==> src/rtl/cfs_md_pkg.sv <==
// Shared helpers for the MD realigner.
//   offset_width/size_width/level_width : port widths derived from DATA_WIDTH
//   beat_legal                          : RX beat legality rule
//   sat_inc                             : saturating increment for status counters
package cfs_md_pkg;

  function automatic int offset_width(int data_width);
    return (data_width / 8 > 1) ? $clog2(data_width / 8) : 1;
  endfunction

  function automatic int size_width(int data_width);
    return $clog2(data_width / 8) + 1;
  endfunction

  // Level spans 0..2*NB inclusive.
  function automatic int level_width(int data_width);
    return $clog2(2 * (data_width / 8)) + 1;
  endfunction

  // A beat must be non-empty, fit in the bus, and sit on a lane boundary
  // that is a multiple of its own size when viewed from the bus origin.
  function automatic logic beat_legal(int nb, int offset, int size);
    if (size == 0) return 1'b0;
    if (offset + size > nb) return 1'b0;
    return ((nb + offset) % size) == 0;
  endfunction

  function automatic logic [31:0] sat_inc(logic [31:0] value, int width);
    logic [31:0] max_val;
    max_val = (width >= 32) ? 32'hFFFF_FFFF : ((32'd1 << width) - 32'd1);
    return (value >= max_val) ? max_val : value + 32'd1;
  endfunction

endpackage

==> src/rtl/cfs_md_byte_buffer.sv <==
// Byte FIFO of 2*NB bytes; byte 0 of the packed store is the oldest byte.
// Each cycle an optional pop of pop_size bytes is applied first, then an
// optional append of push_size bytes taken from lanes push_offset.. of
// push_data. Next-state level and head are exported so the caller can
// register TX outputs that already reflect this cycle's update.
//   clk, reset                 : clock, sync active-high reset (level only)
//   pop, pop_size              : remove pop_size oldest bytes
//   push, push_offset/size/data: append selected lanes at the tail
//   level                      : bytes currently buffered
//   level_nxt, head_nxt        : level and oldest NB bytes after this cycle
module cfs_md_byte_buffer import cfs_md_pkg::*; #(
  parameter  int DATA_WIDTH   = 32,
  localparam int OFFSET_WIDTH = offset_width(DATA_WIDTH),
  localparam int SIZE_WIDTH   = size_width(DATA_WIDTH),
  localparam int LEVEL_WIDTH  = level_width(DATA_WIDTH)
) (
  input  logic                    clk,
  input  logic                    reset,
  input  logic                    pop,
  input  logic [SIZE_WIDTH-1:0]   pop_size,
  input  logic                    push,
  input  logic [OFFSET_WIDTH-1:0] push_offset,
  input  logic [SIZE_WIDTH-1:0]   push_size,
  input  logic [DATA_WIDTH-1:0]   push_data,
  output logic [LEVEL_WIDTH-1:0]  level,
  output logic [LEVEL_WIDTH-1:0]  level_nxt,
  output logic [DATA_WIDTH-1:0]   head_nxt
);

  localparam int BW = 2 * DATA_WIDTH;

  logic [BW-1:0]          bytes_q;
  logic [BW-1:0]          bytes_nxt;
  logic [BW-1:0]          kept_p0;
  logic [BW-1:0]          rx_bytes_p0;
  logic [BW-1:0]          ins_mask_p0;
  logic [SIZE_WIDTH-1:0]  pop_n_p0;
  logic [LEVEL_WIDTH-1:0] tail_p0;

  // Stage p0: pop (shift out head), then merge appended bytes at the tail.
  always_comb begin
    pop_n_p0    = pop ? pop_size : '0;
    tail_p0     = level - LEVEL_WIDTH'(pop_n_p0);
    kept_p0     = bytes_q >> {pop_n_p0, 3'b000};
    rx_bytes_p0 = BW'(push_data >> {push_offset, 3'b000});
    ins_mask_p0 = ~({BW{1'b1}} << {push_size, 3'b000});
    bytes_nxt   = kept_p0;
    level_nxt   = tail_p0;
    if (push) begin
      bytes_nxt = (kept_p0 & ~(ins_mask_p0 << {tail_p0, 3'b000}))
                | ((rx_bytes_p0 & ins_mask_p0) << {tail_p0, 3'b000});
      level_nxt = tail_p0 + LEVEL_WIDTH'(push_size);
    end
    head_nxt = bytes_nxt[DATA_WIDTH-1:0];
  end

  // Stage p1: byte store (contents beyond level are don't-care) and level.
  always_ff @(posedge clk) begin
    bytes_q <= bytes_nxt;
  end

  always_ff @(posedge clk) begin
    if (reset) level <= '0;
    else       level <= level_nxt;
  end

endmodule

==> src/rtl/cfs_md_realigner.sv <==
// MD realigner: accepts RX beats of arbitrary legal offset/size, buffers the
// bytes, and re-emits them as TX beats of the configured offset/size.
//   pclk, reset                          : clock, sync active-high reset
//   md_rx_valid/data/offset/size         : RX beat
//   md_rx_ready, md_rx_err               : RX accept, illegal-beat flag
//   md_tx_valid/data/offset/size         : TX beat (registered)
//   md_tx_ready, md_tx_err               : TX accept, TX error response
//   ctrl_offset, ctrl_size               : requested TX alignment
//   stat_level                           : bytes buffered
//   stat_rx_drop, stat_tx_err            : saturating event counters
module cfs_md_realigner import cfs_md_pkg::*; #(
  parameter  int DATA_WIDTH   = 32,
  parameter  int STAT_WIDTH   = 8,
  localparam int NB           = DATA_WIDTH / 8,
  localparam int OFFSET_WIDTH = offset_width(DATA_WIDTH),
  localparam int SIZE_WIDTH   = size_width(DATA_WIDTH),
  localparam int LEVEL_WIDTH  = level_width(DATA_WIDTH)
) (
  input  logic                    pclk,
  input  logic                    reset,
  input  logic                    md_rx_valid,
  input  logic [DATA_WIDTH-1:0]   md_rx_data,
  input  logic [OFFSET_WIDTH-1:0] md_rx_offset,
  input  logic [SIZE_WIDTH-1:0]   md_rx_size,
  output logic                    md_rx_ready,
  output logic                    md_rx_err,
  output logic                    md_tx_valid,
  output logic [DATA_WIDTH-1:0]   md_tx_data,
  output logic [OFFSET_WIDTH-1:0] md_tx_offset,
  output logic [SIZE_WIDTH-1:0]   md_tx_size,
  input  logic                    md_tx_ready,
  input  logic                    md_tx_err,
  input  logic [OFFSET_WIDTH-1:0] ctrl_offset,
  input  logic [SIZE_WIDTH-1:0]   ctrl_size,
  output logic [LEVEL_WIDTH-1:0]  stat_level,
  output logic [STAT_WIDTH-1:0]   stat_rx_drop,
  output logic [STAT_WIDTH-1:0]   stat_tx_err
);

  logic                    rx_fire_p0;
  logic                    rx_legal_p0;
  logic                    push_p0;
  logic                    pop_p0;
  logic                    ctrl_ok_p0;
  logic                    cfg_load_p0;
  logic [OFFSET_WIDTH-1:0] cfg_offset_q;
  logic [SIZE_WIDTH-1:0]   cfg_size_q;
  logic [OFFSET_WIDTH-1:0] cfg_offset_nxt;
  logic [SIZE_WIDTH-1:0]   cfg_size_nxt;
  logic [LEVEL_WIDTH-1:0]  level_q;
  logic [LEVEL_WIDTH-1:0]  level_nxt;
  logic [DATA_WIDTH-1:0]   head_nxt;
  logic [DATA_WIDTH-1:0]   tx_mask_p0;
  logic [DATA_WIDTH-1:0]   tx_data_nxt;

  // Stage p0: handshakes, legality and configuration selection.
  assign md_rx_ready = (level_q <= LEVEL_WIDTH'(NB));

  always_comb begin
    rx_legal_p0 = beat_legal(NB, int'(md_rx_offset), int'(md_rx_size));
    rx_fire_p0  = md_rx_valid && md_rx_ready && !reset;
    md_rx_err   = rx_fire_p0 && !rx_legal_p0;
    push_p0     = rx_fire_p0 && rx_legal_p0;
    pop_p0      = md_tx_valid && md_tx_ready;
    // An out-of-range request is ignored so the active size stays usable.
    ctrl_ok_p0  = (ctrl_size != '0) && (int'(ctrl_offset) + int'(ctrl_size) <= NB);
    cfg_load_p0 = (level_q == '0) && !push_p0 && ctrl_ok_p0;
    cfg_offset_nxt = cfg_load_p0 ? ctrl_offset : cfg_offset_q;
    cfg_size_nxt   = cfg_load_p0 ? ctrl_size   : cfg_size_q;
    tx_mask_p0  = ~({DATA_WIDTH{1'b1}} << {cfg_size_nxt, 3'b000});
    tx_data_nxt = (head_nxt & tx_mask_p0) << {cfg_offset_nxt, 3'b000};
  end

  cfs_md_byte_buffer #(
    .DATA_WIDTH (DATA_WIDTH)
  ) u_buffer (
    .clk         (pclk),
    .reset       (reset),
    .pop         (pop_p0),
    .pop_size    (cfg_size_q),
    .push        (push_p0),
    .push_offset (md_rx_offset),
    .push_size   (md_rx_size),
    .push_data   (md_rx_data),
    .level       (level_q),
    .level_nxt   (level_nxt),
    .head_nxt    (head_nxt)
  );

  // Stage p1: active configuration, TX register and status counters.
  always_ff @(posedge pclk) begin
    if (reset) begin
      cfg_offset_q <= '0;
      cfg_size_q   <= SIZE_WIDTH'(NB);
    end else begin
      cfg_offset_q <= cfg_offset_nxt;
      cfg_size_q   <= cfg_size_nxt;
    end
  end

  // TX is computed from next-state so a beat accepted now is offered next
  // cycle; while stalled the head bytes cannot change, keeping TX stable.
  always_ff @(posedge pclk) begin
    if (reset) begin
      md_tx_valid <= 1'b0;
      md_tx_data  <= '0;
    end else begin
      md_tx_valid <= (level_nxt >= LEVEL_WIDTH'(cfg_size_nxt));
      md_tx_data  <= tx_data_nxt;
    end
  end

  always_ff @(posedge pclk) begin
    if (reset) begin
      stat_rx_drop <= '0;
      stat_tx_err  <= '0;
    end else begin
      if (md_rx_err)
        stat_rx_drop <= STAT_WIDTH'(sat_inc(32'(stat_rx_drop), STAT_WIDTH));
      if (pop_p0 && md_tx_err)
        stat_tx_err <= STAT_WIDTH'(sat_inc(32'(stat_tx_err), STAT_WIDTH));
    end
  end

  assign md_tx_offset = cfg_offset_q;
  assign md_tx_size   = cfg_size_q;
  assign stat_level   = level_q;

endmodule

==> config.mk <==
export PLATFORM = sky130hd
export DESIGN_NAME = cfs_md_realigner
export DESIGN_NICKNAME = d
export VERILOG_FILES = /design/src/rtl/cfs_md_pkg.sv /design/src/rtl/cfs_md_byte_buffer.sv /design/src/rtl/cfs_md_realigner.sv
export SDC_FILE = /design/constraint.sdc
export NUM_CORES = 1
export LEC_CHECK = 0
export BUFFER_PORTS_ARGS = -buffer_cell sky130_fd_sc_hd__buf_2
export CORE_MARGIN = 1.5
export CORE_UTILIZATION = 25
export DETAILED_ROUTE_END_ITERATION = 10
export GPL_TIMING_DRIVEN = 0
export PLACE_DENSITY = 0.41
export RECOVER_POWER = 100
export SYNTH_ARGS = -nofsm -noshare
export SYNTH_HDL_FRONTEND = slang
export SYNTH_SLANG_ARGS = --single-unit
==> constraint.sdc <==
create_clock -name pclk -period 124.3 [get_ports pclk]
set_input_delay 24.86 -clock pclk [delete_from_list [all_inputs] [get_ports pclk]]
set_output_delay 24.86 -clock pclk [all_outputs]
set_load 0.05 [all_outputs]
==> results by group <==
Critical path
  – Setup CP Type: input port to output port
  – Critical path capture point type: output port
  – CP endpoint: md_rx_err
  – Most used cell, CP: ha_1
  – Worst-path maximum fanout: 10
  – Setup slack, reg-to-reg: 116.88 ns
  – Worst Reg-to-Reg Cells: 15
  – FF-to-FF Start: md_tx_size[0]
  – Peak per-stage delay on the critical path: 0.59 ns
  – Worst EP required: 99.44 ns
  – Setup crit start kind: input port
  – Slowest CP cell: or4_4
  – CP arrival: 93.76 ns
  – FF-to-FF End: md_tx_data[29]
  – Setup crit start: md_rx_size[0]

STA
  – Endpoints failing hold: 0
  – Min Tclk post-route: 118.62 ns
  – Finish-stage setup viols: 0
  – Least-Margin Pin Slew: 2.042 ns
  – RSZ-0062 raised after global routing: no
  – Slew headroom: -0.3740
  – Setup TNS: 0 ns
  – Achievable frequency: 0.008430 GHz
  – Max Slew Vio Count: 9
  – Max Clock Skew: 0.01870 ns
  – Period utilization: 0.9543

Route
  – Post-route ant nets: 0
  – DRT iter0 DRCs: 2399
  – Avg WL per Cell: 20.03 µm
  – Drc violations: 0
  – Via count: 34160
  – Total Routed Length: 124600 µm
  – DRT Pass-1 Iters: 6
  – Vias per cell: 5.492

Clock tree
  – CTS H-tree depth: 4
  – Clock Path Buffers: 2
  – Clk_lat worst skew: 0.45 ns
  – Root buf cell: clkbuf_16
  – Num CTS Buffers: 17
  – CTS Sinks: 122
  – Hold_buf cts: 0
  – Worst-path clk slew: 0.06 ns
  – CTS tree: done

Run status
  – Failing checks: max-capacitance violations, max-slew violations
  – Status: complete, but fails checks

Finish
  – Area growth, synth to finish: 9.985%
  – Layout cells sized above 1: 0.1956
  – Post-layout net count: 4596

Die
  – I/O pin total: 107
  – Number of cell rows: 132
  – Die area: 132600 µm²
  – Starting Density: 0.2517
  – Core area: 129500 µm²
  – Die Ht: 364.1 µm
  – Die Wd: 364.1 µm

Synthesis
  – Synth top cells by count: nand2_1, nor2_1, a21oi_1
  – Main synth FF type: dfxtp_1
  – Avg Cell Area, Syn: 7.526 µm²
  – Number of synthesized register bits: 122
  – Yosys cell types: 200
  – Netlist area before placement: 32590 µm²
  – Number of synthesized flops with an enable pin: 0
  – Seq/Total Area, Yosys: 0.07493
  – Cell taking the most area after synthesis: dfxtp_1
  – Mapped Cells: 4331
  – Area share of the largest cell type after synthesis: 0.07493
  – Post-synth ARST share: 0
  – Synth Net Count: 4462
  – Synthesis Warnings: 0
  – Most frequent cell after synthesis: nand2_1
  – Ranking of synthesized cells by area: dfxtp_1, nand2_1, xnor2_1

Place
  – Dpl hpwl: 102500 µm
  – PortBufs: 105
  – Gp weighted congestion: 0.8847

Hold path
  – Tightest Hold Check Type: flop to flop

Global routing
  – First-pass GRT wire length: 194600 µm
  – Largest net degree at the start of global routing: 36
  – Number of global-route vias before repair: 32810
  – Global Route Usage Sum: 0.1807
  – Initial antenna violation count: 2
  – GR Overflow Total: 0

Run
  – Max cap viols: 1
## worst min path at each step
stage	from	end	slack, ns	depth (start not counted)
after detailed placement	stat_tx_err[7]	stat_tx_err[7]	0.49	1
after global placement	stat_tx_err[0]	stat_tx_err[0]	0.48	1
final	stat_tx_err[7]	stat_tx_err[7]	0.50	1
after floorplan	u_buffer.bytes_q[63]	u_buffer.bytes_q[63]	0.48	2
after CTS	stat_tx_err[7]	stat_tx_err[7]	0.50	1
after global routing	u_buffer.bytes_q[56]	u_buffer.bytes_q[56]	0.54	2
## logic make-up after synthesis
| group | synth area share |
|---|---|
| AND/OR/NAND/NOR | 0.3469 |
| other | 0.0001151 |
| AO/OA/AOI/OAI | 0.3412 |
| adder cells (fa/ha/maj) | 0.03340 |
| flip-flops | 0.07493 |
| multiplexers | 0.06280 |
| XOR/XNOR | 0.08537 |
| buffers and inverters | 0.05524 |
## per-stage QoR
stage,utilization,worst slack (ns),cells,cell area (µm²),hold slack [ns]
final,0.2769,5.682,6221,35850,0.4966
after global routing,0.2769,0.0008811,6221,35850,0.5387
after CTS,0.2773,1.926,6212,35900,0.4976
after detailed placement,0.2730,2.348,6180,35350,0.4856
after global placement,0.2726,1.898,6178,35300,0.4822
after floorplan,-,17.23,4331,32590,0.4845
## repair_timing
item / 4_1_cts / 5_1_grt
setup buffers: 0 / 9
setup endpoints to repair: 0 / 1
hold endpoints to repair: 0 / 0
gates resized for setup: 0 / 11
## per-layer routing
layer,track usage,up-vias,part of all wire
met5,0,-,0
met4,0.03309,0,0.013
met3,0.01177,80,0.034
met2,0.3014,698,0.46
met1,0.2554,16340,0.50
li1,-,17050,-
## critical path: cells and delay by family
| family | cells | cell delay [ns] |
|---|---|---|
| AOI/OAI and AO/OA | 88 | 19.70 |
| muxes | 10 | 3.49 |
| and+or+nand+nor | 102 | 26.91 |
| xor gates and xnor gates | 2 | 0.64 |
| adders and majority gates | 30 | 9.55 |
| buffers and inverters | 46 | 8.45 |
## registers in the layout, indices dropped and copies added, names as in the netlist
name,cells
md_tx_data,32
stat_rx_drop,8
u_buffer.bytes_q,64
md_tx_offset,2
u_buffer.level,4
md_tx_size,3
md_tx_valid,1
stat_tx_err,8
## cell usage in the layout (no fill, tap or decap), types with 37 or more instances in the layout
master    netlist  final
nor3_1        135    136
nor4_1         52     50
a31oi_1        78     78
mux2i_1       119    120
o21ai_1        39     38
clkbuf_1       62    125
buf_6          45     43
buf_2          18     61
o21a_1         39     39
nand2b_1       56     56
a211oi_1       39     39
a22oi_1        52     52
nand3_1       153    153
o21ai_0       210    211
nor2b_1        56     55
inv_1          98     97
nor2_1        363    363
a21o_1         37     37
and3_1         49     49
xnor2_1       171    171
or3_1          49     50
nand2_1       417    417
ha_1           79     79
dfxtp_1       122    122
o22ai_1        49     49
a21oi_1       239    238
o211ai_1       37     37
and2_1         37     37
nand4_1        72     72
xor2_1         95     95
## layout make-up
class	instances	area, µm²
Clock buffer	19	442.9
Buffer	179	1364
Multi-Input combinational cell	3920	28340
Antenna cell	1	2.502
Tap cell	1742	2180
Sequential cell	122	2442
Inverter	109	409.1
Clock inverter	13	110.1
Timing Repair Buffer	116	556.8
Fill cell	14430	93640
Power is not shown: default switching activity piles up to over one toggle a cycle in this logic, so the estimate is an artifact.
